[config.mk]
export PLATFORM = sky130hd
export DESIGN_NAME = sqrt_pipe_param
export DESIGN_NICKNAME = d
export VERILOG_FILES = /design/src/rtl/sqrt_pipe_param.sv
export SDC_FILE = /design/constraint.sdc
export NUM_CORES = 2
export LEC_CHECK = 0
export CELL_PAD_IN_SITES_DETAIL_PLACEMENT = 0
export CELL_PAD_IN_SITES_GLOBAL_PLACEMENT = 1
export CORE_AREA = 2 2 254 507
export DETAILED_ROUTE_END_ITERATION = 8
export DIE_AREA = 0 0 256 509
export PLACE_DENSITY_LB_ADDON = 0.12
export REMOVE_ABC_BUFFERS = 1
export SLEW_MARGIN = 20
export SYNTH_ARGS = -nofsm -noshare
export SYNTH_HDL_FRONTEND = slang
export SYNTH_SLANG_ARGS = --single-unit
[constraint.sdc]
create_clock -name clock -period 23.8 [get_ports clock]
set_clock_uncertainty 0.15 [all_clocks]
set_input_delay 7.14 -clock clock [delete_from_list [all_inputs] [get_ports clock]]
set_output_delay 7.14 -clock clock [all_outputs]
set_load 0.01 [all_outputs]
[src/rtl/sqrt_pipe_param.sv]
// Pipelined unsigned fixed-point square root (restoring, MSB first) with
// valid/ready backpressure, sideband tag, optional round-to-nearest and exact flag.
module sqrt_pipe_param #(
   parameter int IN_W           = 32,
   parameter int FRAC_W         = 16,
   parameter int BITS_PER_STAGE = 2,
   parameter int TAG_W          = 4,
   parameter int ROUND          = 0
) (
   input  logic                     clock,
   input  logic                     reset,
   input  logic                     in_valid,
   output logic                     in_ready,
   input  logic [IN_W-1:0]          in_data,
   input  logic [TAG_W-1:0]         in_tag,
   output logic                     out_valid,
   input  logic                     out_ready,
   output logic [IN_W/2+FRAC_W-1:0] out_data,
   output logic [TAG_W-1:0]         out_tag,
   output logic                     out_exact
);

   localparam int OUT_W = IN_W/2 + FRAC_W;
   localparam int SW    = 2*OUT_W;
   localparam int RW    = OUT_W + 2;
   localparam int NSTG  = (OUT_W + BITS_PER_STAGE - 1) / BITS_PER_STAGE;

   if ((IN_W % 2) != 0 || IN_W < 2) begin : g_bad_in_w
      $error("sqrt_pipe_param: IN_W must be even and >= 2");
   end
   if (BITS_PER_STAGE < 1 || BITS_PER_STAGE > 4) begin : g_bad_bps
      $error("sqrt_pipe_param: BITS_PER_STAGE must be in 1..4");
   end
   if (TAG_W < 1) begin : g_bad_tag_w
      $error("sqrt_pipe_param: TAG_W must be >= 1");
   end
   if (FRAC_W < 0) begin : g_bad_frac_w
      $error("sqrt_pipe_param: FRAC_W must be >= 0");
   end

   // One enable for the whole pipe: a stalled output freezes every stage, bubbles included.
   logic advance;
   assign advance  = !out_valid || out_ready;
   assign in_ready = advance;

   // Element gi feeds stage gi; element NSTG is the fully resolved root.
   logic             v_pipe [NSTG+1];
   logic [OUT_W-1:0] q_pipe [NSTG+1];
   logic [RW-1:0]    r_pipe [NSTG+1];
   logic [TAG_W-1:0] t_pipe [NSTG+1];
   logic [SW-1:0]    s_pipe [NSTG];

   assign v_pipe[0] = in_valid;
   assign q_pipe[0] = '0;
   assign r_pipe[0] = '0;
   assign t_pipe[0] = in_tag;
   assign s_pipe[0] = SW'(in_data) << (2*FRAC_W);

   genvar gi;
   generate
      for (gi = 0; gi < NSTG; gi++) begin : g_stg
         localparam int FIRST = OUT_W - 1 - gi*BITS_PER_STAGE;
         localparam int NB    = (FIRST + 1 < BITS_PER_STAGE) ? FIRST + 1 : BITS_PER_STAGE;

         logic [OUT_W-1:0] q_next;
         logic [RW-1:0]    r_next;
         logic [1:0]       pair;
         logic [RW-1:0]    r_shift;
         logic [RW-1:0]    trial;

         logic             valid_reg;
         logic [OUT_W-1:0] q_reg;
         logic [RW-1:0]    r_reg;
         logic [TAG_W-1:0] tag_reg;

         // Radix-2 restoring steps: bring down two radicand bits, try (q<<2)|1.
         always_comb begin
            q_next  = q_pipe[gi];
            r_next  = r_pipe[gi];
            pair    = '0;
            r_shift = '0;
            trial   = '0;
            for (int k = 0; k < NB; k++) begin
               pair    = s_pipe[gi][2*(FIRST-k) +: 2];
               r_shift = {r_next[RW-3:0], pair};
               trial   = {q_next, 2'b01};
               if (r_shift >= trial) begin
                  r_next = r_shift - trial;
                  q_next = (q_next << 1) | OUT_W'(1);
               end else begin
                  r_next = r_shift;
                  q_next = q_next << 1;
               end
            end
         end

         always_ff @(posedge clock) begin
            if (reset) begin
               valid_reg <= 1'b0;
            end else if (advance) begin
               valid_reg <= v_pipe[gi];
               if (v_pipe[gi]) begin
                  q_reg   <= q_next;
                  r_reg   <= r_next;
                  tag_reg <= t_pipe[gi];
               end
            end
         end

         assign v_pipe[gi+1] = valid_reg;
         assign q_pipe[gi+1] = q_reg;
         assign r_pipe[gi+1] = r_reg;
         assign t_pipe[gi+1] = tag_reg;

         if (gi < NSTG-1) begin : g_fwd
            logic [SW-1:0] s_reg;
            always_ff @(posedge clock) begin
               if (!reset && advance && v_pipe[gi]) begin
                  s_reg <= s_pipe[gi];
               end
            end
            assign s_pipe[gi+1] = s_reg;
         end
      end
   endgenerate

   logic             round_up;
   logic [OUT_W:0]   root_inc;
   logic [OUT_W-1:0] root_final;

   always_comb begin
      round_up   = (ROUND != 0) && (r_pipe[NSTG] > {2'b00, q_pipe[NSTG]});
      root_inc   = {1'b0, q_pipe[NSTG]} + {{OUT_W{1'b0}}, round_up};
      root_final = root_inc[OUT_W] ? '1 : root_inc[OUT_W-1:0];
   end

   // Output data only changes when a new result lands, so it stays put across bubbles.
   always_ff @(posedge clock) begin
      if (reset) begin
         out_valid <= 1'b0;
         out_data  <= '0;
         out_tag   <= '0;
         out_exact <= 1'b0;
      end else if (advance) begin
         out_valid <= v_pipe[NSTG];
         if (v_pipe[NSTG]) begin
            out_data  <= root_final;
            out_tag   <= t_pipe[NSTG];
            out_exact <= (r_pipe[NSTG] == '0);
         end
      end
   end

endmodule

======== Word level (Yosys, flattened, before mapping) ========
Cells that the tools add are included.
word-level totals
  output and inout port bits .............. 39
  latch bits .............................. 0
  RAM bits ................................ 0
  memories kept ........................... 0
  bits in registers ....................... 1016
  bits in read-only memories .............. 0
  bits of input ports ..................... 40
operators by class
  $mul .................................... 0
  reduce and logical (&&, ||, !) cells .... 29
  order comparisons ....................... 32
  bitwise logic cells ..................... 1
  $add $sub $neg .......................... 32
  div/mod/pow operators ................... 0
  shifts and indexed selects .............. 0
  eq/ne operators ......................... 0
  muxes and demuxes ....................... 64
operators by type and width
  kind              count
  $mux 32           31
  $reduce_and 3->1  16
  $ge 34x10->1      1
  $ge 34x11->1      1
  $ge 34x12->1      1
  $ge 34x13->1      1
  $ge 34x14->1      1
  $ge 34x15->1      1
  $ge 34x16->1      1
  $ge 34x17->1      1
  $ge 34x18->1      1
  $ge 34x19->1      1
  $ge 34x20->1      1
  $ge 34x21->1      1
  $ge 34x22->1      1
  $ge 34x23->1      1
  $ge 34x24->1      1
  $ge 34x25->1      1
  $ge 34x26->1      1
  $ge 34x27->1      1
  $ge 34x28->1      1
  $ge 34x29->1      1
  $ge 34x3->1       1
  $ge 34x30->1      1
  other kinds (50)  89

======== Longest topological paths before layout ========
  depth in word-level cells ............... 4
  mapped depth ............................ 30

======== Least setup slack after synthesis ========
OpenSTA, ideal clock, no wires.
  path kind ............................... input-to-output
  start ................................... in out_ready
  end ..................................... out in_ready
  stages .................................. 4
  arrival ................................. 7845 ps
  slack ................................... 8665 ps
  cells stage by stage .................... nor2b_1 -> clkbuf_1 -> inv_2 -> buf_1
between the ends
  cells in the longest elaborated chain, start to end .. 1
ends and longest elaborated chain
  element             RTL line  source
  start: declaration  17        input logic out_ready,
  $logic_or 1x1->1    43        assign advance = !out_valid || out_ready;
  end: declaration    13        output logic in_ready,
Every way passes these cells.

======== Worst setup path in the final report ========
Same ends and word-level chain as after synthesis.

==> impl_metrics.json <==
{
  "cts_sinks": 985,
  "initial_core_util_pct": 54.6,
  "synthArstFlopShare_pct": 0,
  "routabilityCongestion": 1.08,
  "vias": 55200,
  "ios": 79,
  "powerDensity_nw_per_um2": 48.1,
  "cts-root-buf": "clkbuf_16",
  "dieArea_sq_um": 130000,
  "antenna_left": 0,
  "tightest_slew_ns": 1.25,
  "tns_ns": 0,
  "nets": 7750,
  "finalSetupViolCount": 0,
  "hpwlAfterDp_mm": 179,
  "core_sq_um": 127000,
  "drt-met1-wl_mm": 54.6,
  "grt_max_degree": 65,
  "dr.pass1.iters": 6,
  "crit_top_cell": "clkdlybuf4s50_1",
  "hold_class": "reg -> reg",
  "die_y_um": 509,
  "antenna_found_initial": 10,
  "grt.total_usage_pct": 33.8,
  "min_period_ns": 16.39,
  "leakage_nw": 28.9,
  "clkLatencyLatePin_ns": 0.76,
  "drc": 0,
  "top_layer_used": "met5",
  "wl_per_cell_um": 24.7,
  "drtIter0Drc": 2808,
  "vias_per_cell": 6.16,
  "syn_to_final_growth_pct": 8.89,
  "start_kind": "input port",
  "clk_pin_slew_ns": 0.07,
  "max_clock_freq_mhz": 61.0,
  "placement.io_buffers": 78,
  "cts_buffers": 92,
  "yosysWarnings": 0,
  "dr_wl_met3_mm": 7.85,
  "die_w_um": 256,
  "h-tree-depth": 3,
  "regToRegSetupSlack_ns": 13.35,
  "grt_pass1_vias": 58100,
  "required_ns": 16.51,
  "cts_hold_buf": 0,
  "outcome": "finished, final reports clean",
  "wl_met2_mm": 126,
  "drive_above_1_share_pct": 7.18,
  "worstPathCellList": "clkdlybuf4s50_1 -> nor2b_2 -> inv_2 -> clkdlybuf4s50_1",
  "maxSlewViolCount": 0,
  "endpoint_kind": "output port",
  "ir_worst_vdd_uv": 71.4,
  "fill_cells": 11000,
  "grt-ovfl-total": 0,
  "path_class": "in -> out",
  "crit_path_max_fanout": 19,
  "avgSynthCellArea_sq_um": 9.71,
  "syn_area_sq_um": 69200,
  "drt_wl_total_mm": 221,
  "synth_edf_count": 931,
  "syn-instance-count": 7123,
  "cts_setup_buffers": 0,
  "holdWs_ns": 0.256,
  "ys_seq_area_share_pct": 42.0,
  "core.rowCount": 185,
  "cts_tree": "done",
  "cp.arrival_ns": 9.10,
  "largest_register_ffs": 483,
  "critical-path-max-stage-delay_ns": 0.61,
  "critPathSlowestCell": "nor2b_2",
  "synth-seq-cells": 985,
  "relSlewSlack_pct": 16.0,
  "layout_commonest_cell": "edfxtp_1",
  "rsz0062_at_grt": "false",
  "max_cap_viol_count": 0,
  "cts_resized": 0,
  "clockBufferDepth": 3,
  "hold_viol": 0,
  "synthDistinctLibCells": 117,
  "grt_pass1_wl_mm": 328,
  "min_period_over_period_pct": 68.8,
  "layout_common_cells": "931 x edfxtp_1, 629 x nand2_1, 581 x nor2_1",
  "ys.flop_type": "edfxtp_1"
}
## report_power, final
| part | internal (mW) | switching, mW | leakage, nW |
|---|---|---|---|
| Clock | 0.930 | 0.718 | 1.60 |
| Sequential | 1.88 | 0.00973 | 7.89 |
| Combinational | 0.0306 | 0.0468 | 19.4 |
| Total | 2.84 | 0.774 | 28.9 |
## synth_stat cells (65+ instances only)
cell	instances	area share (%)
a21o_1	183	2.0
a21oi_1	563	4.1
clkbuf_1	135	0.73
edfxtp_1	931	40
ha_1	519	9.4
inv_1	425	2.3
mux2_2	152	2.5
nand2_1	630	3.4
nand2b_1	95	0.86
nand3_1	170	1.2
nor2_1	583	3.2
nor2b_1	81	0.73
nor3_1	212	1.5
nor4_1	82	0.74
o21a_1	105	1.1
o21ai_0	378	2.7
o31ai_1	65	0.71
or3_1	69	0.62
xnor2_1	414	5.2
xor2_1	239	3.0
## stage by stage
step | setup slack (ns) | util, % | cell area [sq um] | total power, mW | instances
floorplan | 8.41 | - | 68400 | 1.98 | 6936
global placement | 7.42 | 56.8 | 71900 | 2.01 | 8767
detailed placement | 7.39 | 56.8 | 71900 | 2.01 | 8767
CTS | 7.37 | 59.4 | 75200 | 3.65 | 8941
global route | 7.23 | 59.5 | 75300 | 3.71 | 8943
finish | 7.41 | 59.5 | 75300 | 3.62 | 8948
## worst paths after layout
check / endpoint / startpoint / cells after the start
worst min register to register: g_stg[3].g_fwd.s_reg[47] / g_stg[2].g_fwd.s_reg[47] / 0
worst max-delay path: in_ready / out_ready / 4
worst min-delay path: g_stg[3].g_fwd.s_reg[47] / g_stg[2].g_fwd.s_reg[47] / 0
worst max register to register: g_stg[13].r_reg[16] / g_stg[12].r_reg[0] / 27
## cell type report
class                      instances  area (sq um)  share of cell area [%]
clock inverter                    65           978                    1.30
sequential                       985         29000                    38.6
clock buffer                     109          2390                    3.17
inverter                         437          1640                    2.18
tap                             1683          2110                    2.80
antenna                            6          15.0                  0.0199
multi-input combinational       5514         37800                    50.2
timing repair buffer             149          1310                    1.74
## metal layers
metal,global-route usage (%),vias up
met4,40.8,2
met3,5.92,1022
met1,21.3,26300
met5,0,-
met2,69.8,1480
li1,-,26400
## critical path: cells and delay by family
| family | cells | cell delay (ns) |
|---|---|---|
| buffers and inverters | 3 | 1.34 |
| and+or+nand+nor | 1 | 0.61 |
## kinds of logic after synthesis
logic type	count (synthesis)	synth area share, %
other cells	1	0.00542
compound gates	1796	16.7
mux	190	3.03
flops	985	42.0
xor+xnor	654	8.29
fa+ha+maj	531	9.74
simple gates	2341	16.7
buf+inv	625	3.49
Power figures use the tool's default switching activity.
